<file path="config.mk">
export PLATFORM = sky130hd
export DESIGN_NAME = mem_controller_rr
export DESIGN_NICKNAME = d
export VERILOG_FILES = /design/src/rtl/mem_controller_rr.sv
export SDC_FILE = /design/constraint.sdc
export NUM_CORES = 1
export LEC_CHECK = 0
export ABC_AREA = 1
export CORE_ASPECT_RATIO = 0.9
export CORE_MARGIN = 5
export CORE_UTILIZATION = 47
export DETAILED_ROUTE_END_ITERATION = 6
export PLACE_DENSITY = 0.9
export SKIP_CTS_REPAIR_TIMING = 1
export SKIP_LAST_GASP = 1
export SLEW_MARGIN = 20
export SYNTH_ARGS = -nofsm -noshare
export SYNTH_HDL_FRONTEND = slang
export SYNTH_SLANG_ARGS = --single-unit
</file>
<file path="constraint.sdc">
create_clock -name CLK -period 2.9 [get_ports CLK]
set_input_delay 0.58 -clock CLK [delete_from_list [all_inputs] [get_ports CLK]]
set_output_delay 0.58 -clock CLK [all_outputs]
set_load 0.05 [all_outputs]
</file>
<file path="src/rtl/mem_controller_rr.sv">
// Multi-port memory controller: round-robin arbitration onto a byte-packet link,
// posted writes, and up to MAX_OUTSTANDING in-order reads tracked by a tag FIFO.
module mem_controller_rr #(
    parameter int PORT_COUNT      = 2,
    parameter int DATA_WIDTH_BYTE = 4,
    parameter int ADDR_WIDTH_BYTE = 4,
    parameter int MAX_OUTSTANDING = 4,
    localparam int DATA_WIDTH = 8 * DATA_WIDTH_BYTE,
    localparam int ADDR_WIDTH = 8 * ADDR_WIDTH_BYTE,
    localparam int SEND_BYTE  = 1 + ADDR_WIDTH_BYTE + DATA_WIDTH_BYTE,
    localparam int SEND_W     = 8 * SEND_BYTE,
    localparam int PB         = (PORT_COUNT > 1) ? $clog2(PORT_COUNT) : 1,
    localparam int OUT_W      = $clog2(MAX_OUTSTANDING) + 1
) (
    input  logic                                 CLK,
    input  logic                                 RST,
    output logic                                 send_flag,
    output logic [SEND_W-1:0]                    send_data,
    output logic [4:0]                           send_length,
    output logic                                 recv_flag,
    input  logic [SEND_W-1:0]                    recv_data,
    input  logic [4:0]                           recv_length,
    input  logic                                 sendable,
    input  logic                                 receivable,
    input  logic [PORT_COUNT*2-1:0]              rw_flag_,
    input  logic [PORT_COUNT*ADDR_WIDTH-1:0]     addr_,
    input  logic [PORT_COUNT*DATA_WIDTH-1:0]     write_data_,
    input  logic [PORT_COUNT*DATA_WIDTH_BYTE-1:0] write_mask_,
    output logic [PORT_COUNT*DATA_WIDTH-1:0]     read_data_,
    output logic [PORT_COUNT-1:0]                busy,
    output logic [PORT_COUNT-1:0]                done,
    output logic [OUT_W-1:0]                     outstanding,
    output logic                                 unexpected_recv
);
    localparam int PTR_W = (MAX_OUTSTANDING > 1) ? $clog2(MAX_OUTSTANDING) : 1;

    logic [PORT_COUNT-1:0]      pend_valid_q, pend_valid_d;
    logic [PORT_COUNT-1:0]      pend_write_q, pend_write_d;
    logic [PORT_COUNT-1:0]      in_flight_q, in_flight_d;
    logic [PORT_COUNT-1:0]      done_q, done_d;
    logic [ADDR_WIDTH-1:0]      pend_addr_q [PORT_COUNT];
    logic [ADDR_WIDTH-1:0]      pend_addr_d [PORT_COUNT];
    logic [DATA_WIDTH-1:0]      pend_data_q [PORT_COUNT];
    logic [DATA_WIDTH-1:0]      pend_data_d [PORT_COUNT];
    logic [DATA_WIDTH_BYTE-1:0] pend_mask_q [PORT_COUNT];
    logic [DATA_WIDTH_BYTE-1:0] pend_mask_d [PORT_COUNT];
    logic [DATA_WIDTH-1:0]      read_data_q [PORT_COUNT];
    logic [DATA_WIDTH-1:0]      read_data_d [PORT_COUNT];
    logic [PB-1:0]              tag_mem_q [MAX_OUTSTANDING];
    logic [PB-1:0]              tag_mem_d [MAX_OUTSTANDING];
    logic [PTR_W-1:0]           wr_ptr_q, wr_ptr_d, rd_ptr_q, rd_ptr_d;
    logic [OUT_W-1:0]           count_q, count_d;
    logic [PB-1:0]              rr_q, rr_d;
    logic                       send_flag_q, send_flag_d;
    logic [SEND_W-1:0]          send_data_q, send_data_d;
    logic [4:0]                 send_length_q, send_length_d;
    logic                       recv_flag_q, recv_flag_d;
    logic                       unexpected_q, unexpected_d;

    logic [1:0]            rw_w [PORT_COUNT];
    logic [PORT_COUNT-1:0] capture;
    logic [PORT_COUNT-1:0] eligible;
    logic                  fifo_full;
    logic                  grant_valid;
    logic [PB-1:0]         grant_idx;
    int                    best_dist;
    logic                  push, pop;
    logic [PB-1:0]         resp_tag;
    logic [7:0]            hdr;

    // Only the low data bytes of a response and none of its length are meaningful.
    logic unused_inputs;
    assign unused_inputs = ^{recv_length, recv_data[SEND_W-1:DATA_WIDTH]};

    assign fifo_full = (count_q == OUT_W'(MAX_OUTSTANDING));

    for (genvar gi = 0; gi < PORT_COUNT; gi++) begin : g_port
        assign rw_w[gi]     = rw_flag_[2*gi +: 2];
        assign capture[gi]  = !pend_valid_q[gi] && (rw_w[gi] == 2'd1 || rw_w[gi] == 2'd2);
        assign eligible[gi] = pend_valid_q[gi] && !in_flight_q[gi] && (pend_write_q[gi] || !fifo_full);
        assign read_data_[gi*DATA_WIDTH +: DATA_WIDTH] = read_data_q[gi];
    end

    function automatic logic [PTR_W-1:0] ptr_inc(input logic [PTR_W-1:0] p);
        return (p == PTR_W'(MAX_OUTSTANDING - 1)) ? '0 : p + 1'b1;
    endfunction

    // Pick the eligible port at the smallest rotational distance after rr_q.
    always_comb begin
        grant_valid = 1'b0;
        grant_idx   = '0;
        best_dist   = PORT_COUNT;
        if (sendable) begin
            for (int i = 0; i < PORT_COUNT; i++) begin
                if (eligible[i] && ((i + 2*PORT_COUNT - 1 - int'(rr_q)) % PORT_COUNT) < best_dist) begin
                    best_dist   = (i + 2*PORT_COUNT - 1 - int'(rr_q)) % PORT_COUNT;
                    grant_valid = 1'b1;
                    grant_idx   = PB'(i);
                end
            end
        end
    end

    always_comb begin
        pend_valid_d  = pend_valid_q;
        pend_write_d  = pend_write_q;
        in_flight_d   = in_flight_q;
        pend_addr_d   = pend_addr_q;
        pend_data_d   = pend_data_q;
        pend_mask_d   = pend_mask_q;
        read_data_d   = read_data_q;
        tag_mem_d     = tag_mem_q;
        done_d        = '0;
        rr_d          = rr_q;
        wr_ptr_d      = wr_ptr_q;
        rd_ptr_d      = rd_ptr_q;
        send_flag_d   = 1'b0;
        send_data_d   = send_data_q;
        send_length_d = send_length_q;
        recv_flag_d   = 1'b0;
        unexpected_d  = unexpected_q;
        push          = 1'b0;
        pop           = 1'b0;
        resp_tag      = '0;
        hdr           = '0;

        for (int p = 0; p < PORT_COUNT; p++) begin
            if (capture[p]) begin
                pend_valid_d[p] = 1'b1;
                pend_write_d[p] = (rw_w[p] == 2'd2);
                in_flight_d[p]  = 1'b0;
                pend_addr_d[p]  = addr_[p*ADDR_WIDTH +: ADDR_WIDTH];
                pend_data_d[p]  = write_data_[p*DATA_WIDTH +: DATA_WIDTH];
                pend_mask_d[p]  = write_mask_[p*DATA_WIDTH_BYTE +: DATA_WIDTH_BYTE];
            end
        end

        // The link returns read data in issue order, so the FIFO head owns it.
        if (receivable) begin
            if (count_q != '0) begin
                pop                   = 1'b1;
                resp_tag              = tag_mem_q[rd_ptr_q];
                read_data_d[resp_tag] = recv_data[DATA_WIDTH-1:0];
                done_d[resp_tag]      = 1'b1;
                pend_valid_d[resp_tag] = 1'b0;
                in_flight_d[resp_tag] = 1'b0;
                recv_flag_d           = 1'b1;
                rd_ptr_d              = ptr_inc(rd_ptr_q);
            end else begin
                unexpected_d = 1'b1;
            end
        end

        if (grant_valid) begin
            send_flag_d = 1'b1;
            rr_d        = grant_idx;
            if (pend_write_q[grant_idx]) begin
                hdr                       = 8'h80;
                hdr[DATA_WIDTH_BYTE-1:0]  = pend_mask_q[grant_idx];
                send_data_d   = {hdr, pend_addr_q[grant_idx], pend_data_q[grant_idx]};
                send_length_d = 5'(SEND_BYTE);
                pend_valid_d[grant_idx] = 1'b0;
                done_d[grant_idx]       = 1'b1;
            end else begin
                send_data_d   = SEND_W'({8'h00, pend_addr_q[grant_idx]});
                send_length_d = 5'(ADDR_WIDTH_BYTE + 1);
                in_flight_d[grant_idx] = 1'b1;
                push                   = 1'b1;
                tag_mem_d[wr_ptr_q]    = grant_idx;
                wr_ptr_d               = ptr_inc(wr_ptr_q);
            end
        end

        count_d = count_q + OUT_W'(push) - OUT_W'(pop);
    end

    always_ff @(posedge CLK) begin
        if (RST) begin
            pend_valid_q  <= '0;
            pend_write_q  <= '0;
            in_flight_q   <= '0;
            done_q        <= '0;
            rr_q          <= PB'(PORT_COUNT - 1);
            wr_ptr_q      <= '0;
            rd_ptr_q      <= '0;
            count_q       <= '0;
            send_flag_q   <= 1'b0;
            send_data_q   <= '0;
            send_length_q <= '0;
            recv_flag_q   <= 1'b0;
            unexpected_q  <= 1'b0;
            for (int p = 0; p < PORT_COUNT; p++) begin
                pend_addr_q[p] <= '0;
                pend_data_q[p] <= '0;
                pend_mask_q[p] <= '0;
                read_data_q[p] <= '0;
            end
            for (int t = 0; t < MAX_OUTSTANDING; t++) begin
                tag_mem_q[t] <= '0;
            end
        end else begin
            pend_valid_q  <= pend_valid_d;
            pend_write_q  <= pend_write_d;
            in_flight_q   <= in_flight_d;
            done_q        <= done_d;
            rr_q          <= rr_d;
            wr_ptr_q      <= wr_ptr_d;
            rd_ptr_q      <= rd_ptr_d;
            count_q       <= count_d;
            send_flag_q   <= send_flag_d;
            send_data_q   <= send_data_d;
            send_length_q <= send_length_d;
            recv_flag_q   <= recv_flag_d;
            unexpected_q  <= unexpected_d;
            pend_addr_q   <= pend_addr_d;
            pend_data_q   <= pend_data_d;
            pend_mask_q   <= pend_mask_d;
            read_data_q   <= read_data_d;
            tag_mem_q     <= tag_mem_d;
        end
    end

    assign send_flag       = send_flag_q;
    assign send_data       = send_data_q;
    assign send_length     = send_length_q;
    assign recv_flag       = recv_flag_q;
    assign busy            = pend_valid_q;
    assign done            = done_q;
    assign outstanding     = count_q;
    assign unexpected_recv = unexpected_q;

endmodule

</file>
* Yosys cells after proc, flatten, opt, wreduce, memory -nomap -nowiden
Index checks and enable logic that the tools add are counted.
Storage, ports and cells: bits in registers 300, word-level logic and storage cells 147, RAM bits 0, latch bits 0, memory bits (read-only) 0, memories 0, input bits 221
Operators by class: reduce and logical (&&, ||, !) cells 25, $add $sub $neg 6, bitwise operators 15, shift-type cells 0, muxes and demuxes 56, divide/modulo/power cells 0, equal/unequal tests 7, $mul 0, magnitude comparators 12
Operators by type and width (count):
- 32-bit two-way mux | 9
- 72-bit two-way mux | 1
- 64-bit bitwise mux | 1
- 32-bit demux with 1-bit select | 1
- 2-bit by 32-bit less-than comparator with 1-bit output | 1
- 2-bit two-way mux | 14
- 1-bit two-way mux | 21
- 4-bit two-way mux | 4
- 1-bit logical AND | 12
- 2-bit == test (second input constant) | 4
- 2-bit AND | 3
- 3-bit greater-or-equal comparator (second input constant) | 2
- 2-bit inverter with 3-bit output | 2
- 2-bit AND reduction | 3
- 1-bit logical NOT | 5
- 2-bit by 1-bit adder with 2-bit output (second input constant) | 2
- 4-bit bitwise mux | 1
- 2-bit by 1-bit == test with 1-bit output (second input constant) | 2
- 2-bit greater-or-equal comparator (second input constant) | 2
- 1-bit logical OR | 4
- 1-bit by 2-bit less-than comparator with 1-bit output (second input constant) | 2
- 1-bit inverter with 2-bit output | 2
- 2-bit inverter | 2
- 2-bit bitwise OR | 2
- 15 further kinds | 19

* Longest topological paths before layout
Gate-level depths: netlist of the first run.
word-level depth 19, gate-level depth with buffers 14, mapped depth without buffers 14

* Least setup slack after synthesis of the first run
OpenSTA, ideal clock, no wires.
path kind reg-to-reg, start point register count_q[1], in the netlist outstanding[1], end point register count_q[2], in the netlist outstanding[2], arrival time 2.494 ns, cell stages (with the launch flop) 14, buffers on the path 0, setup slack 0.279 ns, period minus slack after synthesis 2.621 ns, library setup time 0.128 ns, required time 2.772 ns, cell sequence dfxtp_1 > nor2_4 > nand3_1 > nand2_2 > inv_2 > nand3_1 > nand2_4 > nand2_2 > ha_1 > inv_1 > ha_1 > fa_1 > xnor2_1 > nor2_1
Between the ends: word-level cells in the longest chain between the ends 17
RTL lines:
- start, declared | line 52 | logic [OUT_W-1:0] count_q, count_d;
- start signal, assigned | line 209 | count_q <= count_d;
- 3-bit == test | line 75 | assign fifo_full = (count_q == OUT_W'(MAX_OUTSTANDING));
- 1-bit logical NOT | line 80 | assign eligible[gi] = pend_valid_q[gi] && !in_flight_q[gi] && (pend_write_q[gi] || !fifo_full);
- 1-bit logical OR | line 80
- 1-bit logical AND | line 80
- 1-bit logical AND | line 95 | if (eligible[i] && ((i + 2*PORT_COUNT - 1 - int'(rr_q)) % PORT_COUNT) < best_dist) begin
- 32-bit two-way mux | line 95
- 32-bit two-way mux | line 93 | if (sendable) begin
- 2-bit by 32-bit less-than comparator with 1-bit output | line 95
- 1-bit logical AND | line 95
- 1-bit two-way mux | line 95
- 1-bit two-way mux | line 93
- 1-bit two-way mux (implied by the code) (2 in a row) | line 157 | if (pend_write_q[grant_idx]) begin
- 1-bit two-way mux | line 157
- 1-bit two-way mux | line 154 | if (grant_valid) begin
- 3-bit by 1-bit adder with 3-bit output | line 174 | count_d = count_q + OUT_W'(push) - OUT_W'(pop);
- 3-bit by 1-bit subtractor with 3-bit output * | line 174
Every way passes the cells marked *; elsewhere a longest branch is shown, timed or not. The select of a mux whose other input is x is not followed. A chain may end at the register's enable or synchronous reset.

* Worst setup path after layout of the first run
start point register pend_valid_q[0], in the netlist busy[0], end point output port busy[0]
RTL lines:
- start, declared | line 37 | logic [PORT_COUNT-1:0] pend_valid_q, pend_valid_d;
- start signal, assigned | line 202 | pend_valid_q <= pend_valid_d;
- end, declared | line 30 | output logic [PORT_COUNT-1:0] busy,
No word-level cell between the ends.

==> out/metrics.yaml, run 1 <==
sta:
  hold_viol: 0
  rsz_0062_raised_after_global_routing: "false"
  fmax_mhz: 408.4
  slew_limit_fails: 0
  report.final.setup_viol: 0
  share_of_the_cycle_needed_by_the_critical_path_after_routing: 0.8443
  tightest_slew_ns: 0.6647
  post-route-min-period_ns: 2.448
  slew-limit-headroom: 0.5562
  clock-skew-final_ns: 0.007507
logic_synthesis:
  seq_area_frac_synth: 0.4980
  number_of_warnings_printed_during_yosys_synthesis: 0
  syn-cell-area_sq_um: 11820
  syn_area_per_cell_sq_um: 7.154
  ys_types: 29
  seq_cells_post_synth: 294
  post_synth_inst_count: 1652
clocking:
  clkSinkCount: 294
  cts-root-buf: "clkbuf_16"
  clock_buffer_count_from_cts: 30
  ctsHtreeMaxLevel: 1
  ctsLongestPathBuffers: 3
  tritoncts: "built"
  clk-insertion-delay-late_ns: 0.55
  clkSlewWorstSetupHoldPaths_ns: 0.07
finish:
  final_core_utilization: 0.6547
  drive_gt1_frac: 0.05160
  final.fill_count: 1919
  antenna-diode-count: 0
  final_nets: 2147
  layout-area-overhead-vs-synth_pct: 38.39
  finish.instance_area_sq_um: 16360
worst_setup_path:
  rr_endpoint: "outstanding[2]"
  timing.critical_path.slowest_cell_delay_ns: 0.87
  crit_path_end_kind: "output port"
  timing.critical_path.depth: 1
  worst-endpoint-arrival_ns: 1.87
  timing.critical_path.fanout_max: 3
  endpoint: "busy[0]"
  cp.buffers_inverters: 1
  list_of_cells_traversed_by_the_critical_path: "clkdlybuf4s50_1"
  rrSetupSlack_ns: 0.48
  critical_path_class: "reg2out"
  cp_data_required_time_ns: 2.32
  worstSetupStartpointType: "flip-flop"
  startpoint: "busy[0]"
  cell_depth_of_the_worst_flop_to_flop_path: 13
  critical_path.reg2reg.startpoint: "busy[0]"
  cpMaxStageDelayCell: "clkdlybuf4s50_1"
  cp_delay_by_family_top: "buffers and inverters"
grt:
  grt_use_total: 0.2689
  grt_antenna_before_repair: 0
  largest_net_degree_at_the_start_of_global_routing: 107
  first_global_vias: 11600
  grt_pass1_wl_um: 62380
  overflow: 0
floorplanning:
  core_sq_um: 24980
  die-width_um: 177.2
  row_count: 55
  num_io_pins: 372
  die_area_sq_um: 28420
  floorplan.initialDensity: 0.4731
  dieHeight_um: 160.4
place:
  dpl.hpwl_um: 26600
  io_buf_count: 321
  gp_congestion: 0.9067
  placed_area_sq_um: 15280
routing:
  firstDrtPassIters: 5
  ant_nets: 0
  vias: 12270
  drt-total-wl_um: 40050
  wl_per_cell_um: 17.57
  via_per_inst: 5.382
  detail_route.drc_violations: 0
  number_of_drc_markers_in_iteration_0: 1244
power_and_ir_drop:
  power.leakage_nw: 7.096
  irDropWorstVdd_uv: 407.2
  power.density_cell_area_nw_per_um2: 870.8
hold_path:
  hold_path.class: "reg2reg"
run_status:
  outcome: "completed"
run:
  maxCapViolations: 0
==> synthesized netlist by cell type <==
master	number	area [sq um]
a21oi_1	53	265.3
o2111a_1	1	11.26
nor2_1	405	1520
nor2_4	1	11.26
nor2_8	1	20.02
o21ai_0	208	1041
nand3_1	171	855.8
buf_4	13	97.59
a211oi_1	1	7.510
clkbuf_1	78	292.8
inv_2	4	15.01
buf_1	2	7.510
buf_6	1	11.26
nand2_2	4	25.02
nand2_1	296	1111
xnor2_1	2	17.52
inv_1	63	236.5
conb_1	1	3.750
o211a_1	1	10.01
ha_1	9	112.6
nand3_2	2	20.02
nand2_4	2	22.52
fa_1	1	20.02
clkinv_2	1	5.000
nand4_1	4	25.02
dfxtp_1	294	5886
o211ai_1	1	7.510
o21ai_1	2	10.01
buf_2	30	150.1
==> placed cells by master (no fill, tap or decap), types with 5 or more instances in the layout <==
master / count
o21ai_0: 208
nand2_1: 296
inv_2: 5
dfxtp_1: 294
clkbuf_16: 31
clkdlybuf4s50_1: 320
clkinv_2: 6
inv_1: 61
buf_12: 9
nand3_1: 171
a21oi_1: 53
clkbuf_8: 8
buf_4: 22
conb_1: 5
bufinv_16: 5
ha_1: 9
nor2_1: 403
clkbuf_1: 5
==> per-stage QoR <==
| stage | power [W] | std cells | hold slack, ns | setup WS [ns] | TNS [ns] |
|---|---|---|---|---|---|
| after floorplan | 0.008278 | 1656 | 0.4246 | 0.2788 | 0 |
| after global placement | 0.009919 | 2226 | 0.4344 | -0.02397 | -0.02397 |
| after detailed placement | 0.01007 | 2226 | 0.4459 | -0.08580 | -0.1127 |
| after CTS | 0.01426 | 2280 | 0.4553 | 0.4324 | 0 |
| after global routing | 0.01486 | 2280 | 0.4783 | 0.3466 | 0 |
| final | 0.01424 | 2280 | 0.4540 | 0.4516 | 0 |
==> layer usage <==
layer,vias to the layer above,share of wire,track usage
met5,-,0,0
met4,0,0.046,0.1065
met3,126,0.092,0.04448
met2,651,0.45,0.4269
met1,5682,0.41,0.3672
li1,5813,-,-
==> cells by family after synthesis <==
| kind of cell | after synthesis | share of synthesized area |
|---|---|---|
| other | 1 | 0.0003173 |
| buffers and inverters | 192 | 0.06902 |
| DFF | 294 | 0.4980 |
| AOI/OAI and AO/OA | 267 | 0.1144 |
| and+or+nand+nor | 886 | 0.3055 |
| adders and majority gates | 10 | 0.01122 |
| xor gates and xnor gates | 2 | 0.001482 |
==> worst reg2reg max path: cells and delay by family (launching register included) <==
| kind | cells | cell delay [ns] |
|---|---|---|
| adder cells (fa/ha/maj) | 3 | 0.83 |
| flip-flops | 1 | 0.45 |
| buffers and inverters | 2 | 0.13 |
| AND/OR/NAND/NOR | 7 | 0.70 |
| XOR/XNOR | 1 | 0.17 |
==> state kept, by name, summed over array words and instances (netlist names), 2 cells and up <==
register	cells
busy	2
done	2
in_flight_q	2
outstanding	3
pend_addr_q	64
pend_data_q	64
pend_mask_q	8
pend_write_q	2
rd_ptr_q	2
read_data_	64
send_data	68
send_length	3
tag_mem_q	4
wr_ptr_q	2
==> how the worst min path moves through the flow <==
stage,endpoint,slack [ns],startpoint,cells past startpoint
final,pend_mask_q[2],0.45,pend_mask_q[2],2
after global routing,tag_mem_q[3],0.48,tag_mem_q[3],2
after CTS,tag_mem_q[1],0.46,tag_mem_q[1],2
after detailed placement,pend_mask_q[0],0.45,pend_mask_q[0],2
after global placement,pend_mask_q[0],0.43,pend_mask_q[0],2
after floorplan,pend_mask_q[1],0.42,pend_mask_q[1],2
==> layout make-up <==
class                      instances  area [sq um]  share of cell area
clock buffer                      44         904.6             0.05531
clock inverter                    10         175.2             0.01071
inverter                          68         261.5             0.01599
multi-input combinational       1170          5147              0.3147
sequential                       294          5886              0.3599
tap                              342         427.9             0.02616
timing repair buffer             352          3553              0.2173
==> power breakdown <==
| part | leakage [nW] | internal (W) | switching (W) |
|---|---|---|---|
| Combinational | 4.15 | 0.00155 | 0.00341 |
| Clock | 0.536 | 0.00259 | 0.00159 |
| Sequential | 2.41 | 0.00473 | 0.000385 |
Note: power is estimated with default switching activity, not from simulation.
==> run 2: changes to the inputs <==
--- a/config.mk
+++ b/config.mk
@@ -8,9 +8,9 @@
 export ABC_AREA = 1
 export CORE_ASPECT_RATIO = 0.9
 export CORE_MARGIN = 5
-export CORE_UTILIZATION = 47
+export CORE_UTILIZATION = 42
 export DETAILED_ROUTE_END_ITERATION = 6
-export PLACE_DENSITY = 0.9
+export PLACE_DENSITY = 0.85
 export SKIP_CTS_REPAIR_TIMING = 1
 export SKIP_LAST_GASP = 1
 export SLEW_MARGIN = 20
==> constraint.sdc (replaced) <==
create_clock -name CLK -period 2.14 [get_ports CLK]
set_input_delay 0.428 -clock CLK [delete_from_list [all_inputs] [get_ports CLK]]
set_output_delay 0.428 -clock CLK [all_outputs]
set_load 0.05 [all_outputs]
==> out/metrics.yaml, run 2 (synthesized netlist as in run 1, its figures left out) <==
finish:
  drive_gt1_frac: 0.08295  # +0.03135
  largest_register_ff_count: 68  # unchanged
  layout_commonest_cell: "nor2_1"
  finish.instance_area_sq_um: 17150  # +4.8%
  final_nets: 2184  # +1.7%
  layout-area-overhead-vs-synth_pct: 45.07
  final.fill_count: 2310  # +20%
  layout_common_cells: "nor2_1, nand2_1, dfxtp_1"
worst_setup_path:
  crit_path_end_kind: "flip-flop"
  timing.critical_path.fanout_max: 3  # unchanged
  rrSetupSlack_ns: -0.04  # -0.52 ns
  startpoint: "outstanding[1]"
  cp_data_required_time_ns: 2.61  # +0.29 ns
  rr_endpoint: "outstanding[1]"
  worstSetupStartpointType: "flip-flop"
  critical_path_class: "reg2reg"
  cell_depth_of_the_worst_flop_to_flop_path: 14  # +1
  critical_path.reg2reg.startpoint: "outstanding[1]"
  worst-endpoint-arrival_ns: 2.65  # +0.78 ns
clocking:
  ctsLongestPathBuffers: 3  # unchanged
  tritoncts: "built"
  ctsHtreeMaxLevel: 1  # unchanged
  clock_buffer_count_from_cts: 31  # +3.3%
  clk-insertion-delay-late_ns: 0.55  # about the same
  cts-root-buf: "clkbuf_16"
  clkSinkCount: 294  # unchanged
  clkSlewWorstSetupHoldPaths_ns: 0.06  # about the same
place:
  gp_congestion: 0.8613  # -5.0%
  io_buf_count: 321  # unchanged
  dpl.hpwl_um: 29290  # +10%
  placed_area_sq_um: 15690  # +2.7%
  post-place-ws_ns: -0.5197  # -0.4339 ns
run_status:
  failed_checks: "negative setup slack"
  outcome: "finished with violations"
sta:
  fmax_mhz: 458.3
  tightest_slew_ns: 0.5894  # -0.07537 ns
  slew-limit-headroom: 0.6064  # +0.05025
  share_of_the_cycle_needed_by_the_critical_path_after_routing: 1.020
  post-route-min-period_ns: 2.182
  setup_tns_ns: -0.05028  # -0.05028 ns
  post-route-worst-setup-slack_ns: -0.04176  # -0.4934 ns
  report.final.setup_viol: 2  # +2
  slew_limit_fails: 0  # unchanged
  rsz_0062_raised_after_global_routing: "true"
  clock-skew-final_ns: 0.01184  # +0.004330 ns
  hold_viol: 0  # unchanged
grt:
  largest_net_degree_at_the_start_of_global_routing: 71  # -34%
  global_route.usage.met3: 0.04936  # +0.004881
  grt_util_met1: 0.3224  # -0.04484
  grt_pass1_wl_um: 64350  # +3.2%
  first_global_vias: 12060  # +3.9%
  grt_antenna_before_repair: 1  # +1
  overflow: 0  # unchanged
  grt.busiest_layer: "met2"
  grt_util_met2: 0.4023  # -0.02453
  grt_use_total: 0.2464  # -0.02258
routing:
  ant_nets: 0  # unchanged
  wl_per_cell_um: 17.99  # +2.4%
  number_of_drc_markers_in_iteration_0: 1134  # -8.8%
  firstDrtPassIters: 5  # unchanged
  drt-total-wl_um: 42050  # +5.0%
  via_per_inst: 5.291  # -1.7%
  detail_route.drc_violations: 0  # unchanged
  vias: 12370  # +0.81%
power_and_ir_drop:
  power.density_cell_area_nw_per_um2: 1138  # +31%
  power.leakage_nw: 9.591  # +35%
  irDropWorstVdd_uv: 627.3  # +54%
floorplanning:
  die_area_sq_um: 31600  # +11%
  die-width_um: 186.8  # +5.5%
  dieHeight_um: 169.1  # +5.4%
  floorplan.initialDensity: 0.4241  # -0.04901
  num_io_pins: 372  # unchanged
  row_count: 58  # +5.5%
  core_sq_um: 27870  # +12%
run:
  maxCapViolations: 0  # unchanged
hold_path:
  hold_path.class: "in2reg"
  min-delay-start: "RST"
  min_path_cells: 3  # +1
  hold_path_end: "rr_q"
-- run 2: stage by stage --
stage               total power (W)    util  hold WS [ns]  cells
floorplan                   0.01131       -        0.4246   1656
global placement            0.01387  0.5629        0.4367   2276
detailed placement          0.01403  0.5629        0.4392   2276
CTS                         0.01950  0.6004        0.2915   2333
global route                0.02044  0.6153        0.3414   2338
finish                      0.01951  0.6153        0.3158   2338
-- run 2: worst max-delay path, stage by stage, from the launching register on --
cell	delay (ns)
dfxtp_4	0.35
nor2_4	0.16
nand3_2	0.09
nand2_2	0.11
inv_4	0.06
nand2_4	0.07
nand2_4	0.08
nand2_8	0.08
nand2_8	0.05
ha_4	0.26
inv_2	0.04
ha_4	0.14
fa_2	0.51
inv_1	0.04
nor2_1	0.08
-- run 2: where the power goes --
group / internal (W) / switching [W]
clock: 0.00320 / 0.00224
combinational: 0.00238 / 0.00474
sequential: 0.00642 / 0.000521
total: 0.0120 / 0.00750
-- run 2: cell type report --
type,count,area [sq um],share of cell area
diodes,1,2.502,0.0001460
well taps,360,450.4,0.02627
clock buffers,37,848.3,0.04948
inverters,68,264.0,0.01540
multi-input cells,1171,5254,0.3064
flip-flops and latches,294,5904,0.3444
repair buffers,387,4223,0.2463
clock inverters,20,198.9,0.01160
-- run 2: worst max-delay path by stage --
| stage | end | slack, ns |
|---|---|---|
| 2_1_floorplan | outstanding[1] | -0.10 |
| 3_3_place_gp | outstanding[1] | -0.52 |
| 3_5_place_dp | outstanding[1] | -0.52 |
| 4_1_cts | send_data[29] | -0.12 |
| 5_1_grt | outstanding[1] | -0.11 |
| 6_report | outstanding[1] | -0.04 |
-- run 2: layer usage --
layer / up-vias / wire [um]
met3: 125 / 3278
met4: 0 / 1996
met1: 5747 / 17470
li1: 5886 / -
met5: - / 0
met2: 613 / 19300
==> run 3: changes to the inputs <==
--- a/config.mk
+++ b/config.mk
@@ -7,7 +7,7 @@
 export LEC_CHECK = 0
 export ABC_AREA = 1
 export CORE_ASPECT_RATIO = 0.9
-export CORE_MARGIN = 5
+export CORE_MARGIN = 1
 export CORE_UTILIZATION = 42
 export DETAILED_ROUTE_END_ITERATION = 6
 export PLACE_DENSITY = 0.85
==> out/metrics.yaml, run 3 (synthesized netlist as in run 1, its figures left out) <==
run_status:
  outcome: "finished with violations"
  failed_checks: "negative setup slack"
worst_setup_path:
  critical_path.reg2reg.startpoint: "outstanding[1]"
  cp_data_required_time_ns: 2.56  # -0.05 ns
  rrSetupSlack_ns: -0.04  # about the same
  critical_path_class: "reg2reg"
  crit_path_end_kind: "flip-flop"
  worstSetupStartpointType: "flip-flop"
  cell_depth_of_the_worst_flop_to_flop_path: 14  # unchanged
  timing.critical_path.fanout_max: 4  # +1
  rr_endpoint: "outstanding[2]"
  worst-endpoint-arrival_ns: 2.60  # -0.05 ns
run:
  maxCapViolations: 0  # unchanged
grt:
  largest_net_degree_at_the_start_of_global_routing: 70  # -1.4%
  overflow: 0  # unchanged
  grt_antenna_before_repair: 2  # +1
  first_global_vias: 11840  # -1.8%
  grt_use_total: 0.2732  # +0.02683
  grt_pass1_wl_um: 62670  # -2.6%
finish:
  layout-area-overhead-vs-synth_pct: 45.32
  layout_commonest_cell: "nor2_1"
  layout.area.seq_sq_um: 5904  # unchanged
  final.fill_count: 2187  # -5.3%
  fin_cells: 2332  # -0.26%
  final_nets: 2184  # unchanged
  drive_gt1_frac: 0.08144  # -0.001517
  multi_input_area_sq_um: 5249  # about the same
  largest_register_ff_count: 68  # unchanged
  final_core_utilization: 0.6288  # +0.01353
  layout_common_cells: "nor2_1, nand2_1, dfxtp_1"
floorplanning:
  floorplan.initialDensity: 0.4327  # +0.008567
  die-width_um: 178.8  # -4.3%
  num_io_pins: 372  # unchanged
  die_area_sq_um: 28820  # -8.8%
  dieHeight_um: 161.1  # -4.7%
  core_sq_um: 27310  # -2.0%
  row_count: 57  # -1.7%
power_and_ir_drop:
  irDropWorstVdd_uv: 595.2  # -5.1%
  power_w: 0.01952  # about the same
  power.leakage_nw: 9.722  # +1.4%
  power.density_cell_area_nw_per_um2: 1137  # about the same
routing:
  ant_nets: 0  # unchanged
  detail_route.drc_violations: 0  # unchanged
  firstDrtPassIters: 5  # unchanged
  vias: 12440  # +0.57%
  wl_per_cell_um: 17.60  # -2.1%
  number_of_drc_markers_in_iteration_0: 1190  # +4.9%
  drt-total-wl_um: 41050  # -2.4%
  via_per_inst: 5.335  # +0.82%
place:
  dpl.hpwl_um: 27930  # -4.6%
  io_buf_count: 321  # unchanged
  post-place-ws_ns: -0.5467  # -0.02701 ns
  placed_cells_incl_taps: 2266  # -0.44%
  gp_congestion: 0.8592  # -0.24%
hold_path:
  hold_path.class: "in2reg"
  min_path_cells: 4  # +1
  hold_path_end: "send_length[2]"
  min-delay-start: "RST"
sta:
  fin_worst_hold_slack_ns: 0.3852  # +0.06934 ns
  post-route-min-period_ns: 2.176  # -0.005525 ns
  tightest_slew_ns: 0.6160  # +0.02669 ns
  slew_limit_fails: 0  # unchanged
  report.final.setup_viol: 2  # unchanged
  hold_viol: 0  # unchanged
  fmax_mhz: 459.5  # +0.25%
  post-route-worst-setup-slack_ns: -0.03624  # +0.005525 ns
  slew-limit-headroom: 0.5886  # -0.01782
  clock-skew-final_ns: 0.006198  # -0.005639 ns
  rsz_0062_raised_after_global_routing: "true"
  share_of_the_cycle_needed_by_the_critical_path_after_routing: 1.017  # -0.002582
clocking:
  clkSinkCount: 294  # unchanged
  tritoncts: "built"
  cts-root-buf: "clkbuf_16"
  ctsLongestPathBuffers: 3  # unchanged
  clock_buffer_count_from_cts: 30  # -3.2%
  ctsHtreeMaxLevel: 1  # unchanged
  clk-insertion-delay-late_ns: 0.56  # about the same
  clkSlewWorstSetupHoldPaths_ns: 0.06  # about the same
-- run 3: metrics by stage --
stage               instance area [sq um]   TNS, ns
floorplan                           11930   -0.1627
global placement                    15640    -31.40
detailed placement                  15640    -36.86
CTS                                 16680    -2.822
global route                        17180    -1.154
finish                              17180  -0.04537
-- run 3: worst max-delay path: stages (launching register included) --
cell     delay (ns)
dfxtp_4        0.35
nor2_4         0.15
nand3_2        0.08
nand2_2        0.10
inv_4          0.07
nand2_4        0.08
nand2_4        0.08
nand2_8        0.08
nand2_8        0.05
ha_4           0.25
inv_2          0.04
ha_4           0.15
fa_2           0.33
xnor2_1        0.18
nor2_1         0.06
-- run 3: power breakdown --
group          switching, W  internal (W)
Sequential         0.000502       0.00642
Combinational       0.00479       0.00236
Clock               0.00221       0.00324
-- run 3: area by class of cell --
class                      count  share of cell area
timing repair buffer         388              0.2487
multi-input combinational   1171              0.3056
sequential                   294              0.3438
tap                          354             0.02579
inverter                      68             0.01537
clock buffer                  42             0.05165
clock inverter                14            0.008960
antenna                        1           0.0001457
-- run 3: metal layers --
layer  vias up  part of all wire  global-route usage
met4         2             0.054              0.1387
met3       158             0.088             0.04331
li1       5885                 -                   -
met2       653              0.45              0.4201
met5         -           0.00032                   0
met1      5743              0.41              0.3690
-- run 3: worst max-delay path by stage --
stage | end | start | depth (start not counted)
finish | outstanding[2] | outstanding[1] | 14
global route | outstanding[2] | outstanding[1] | 12
CTS | send_data[45] | send_data[45] | 1
detailed placement | send_data[4] | sendable | 14
global placement | outstanding[1] | sendable | 14
floorplan | outstanding[1] | busy[0] | 13
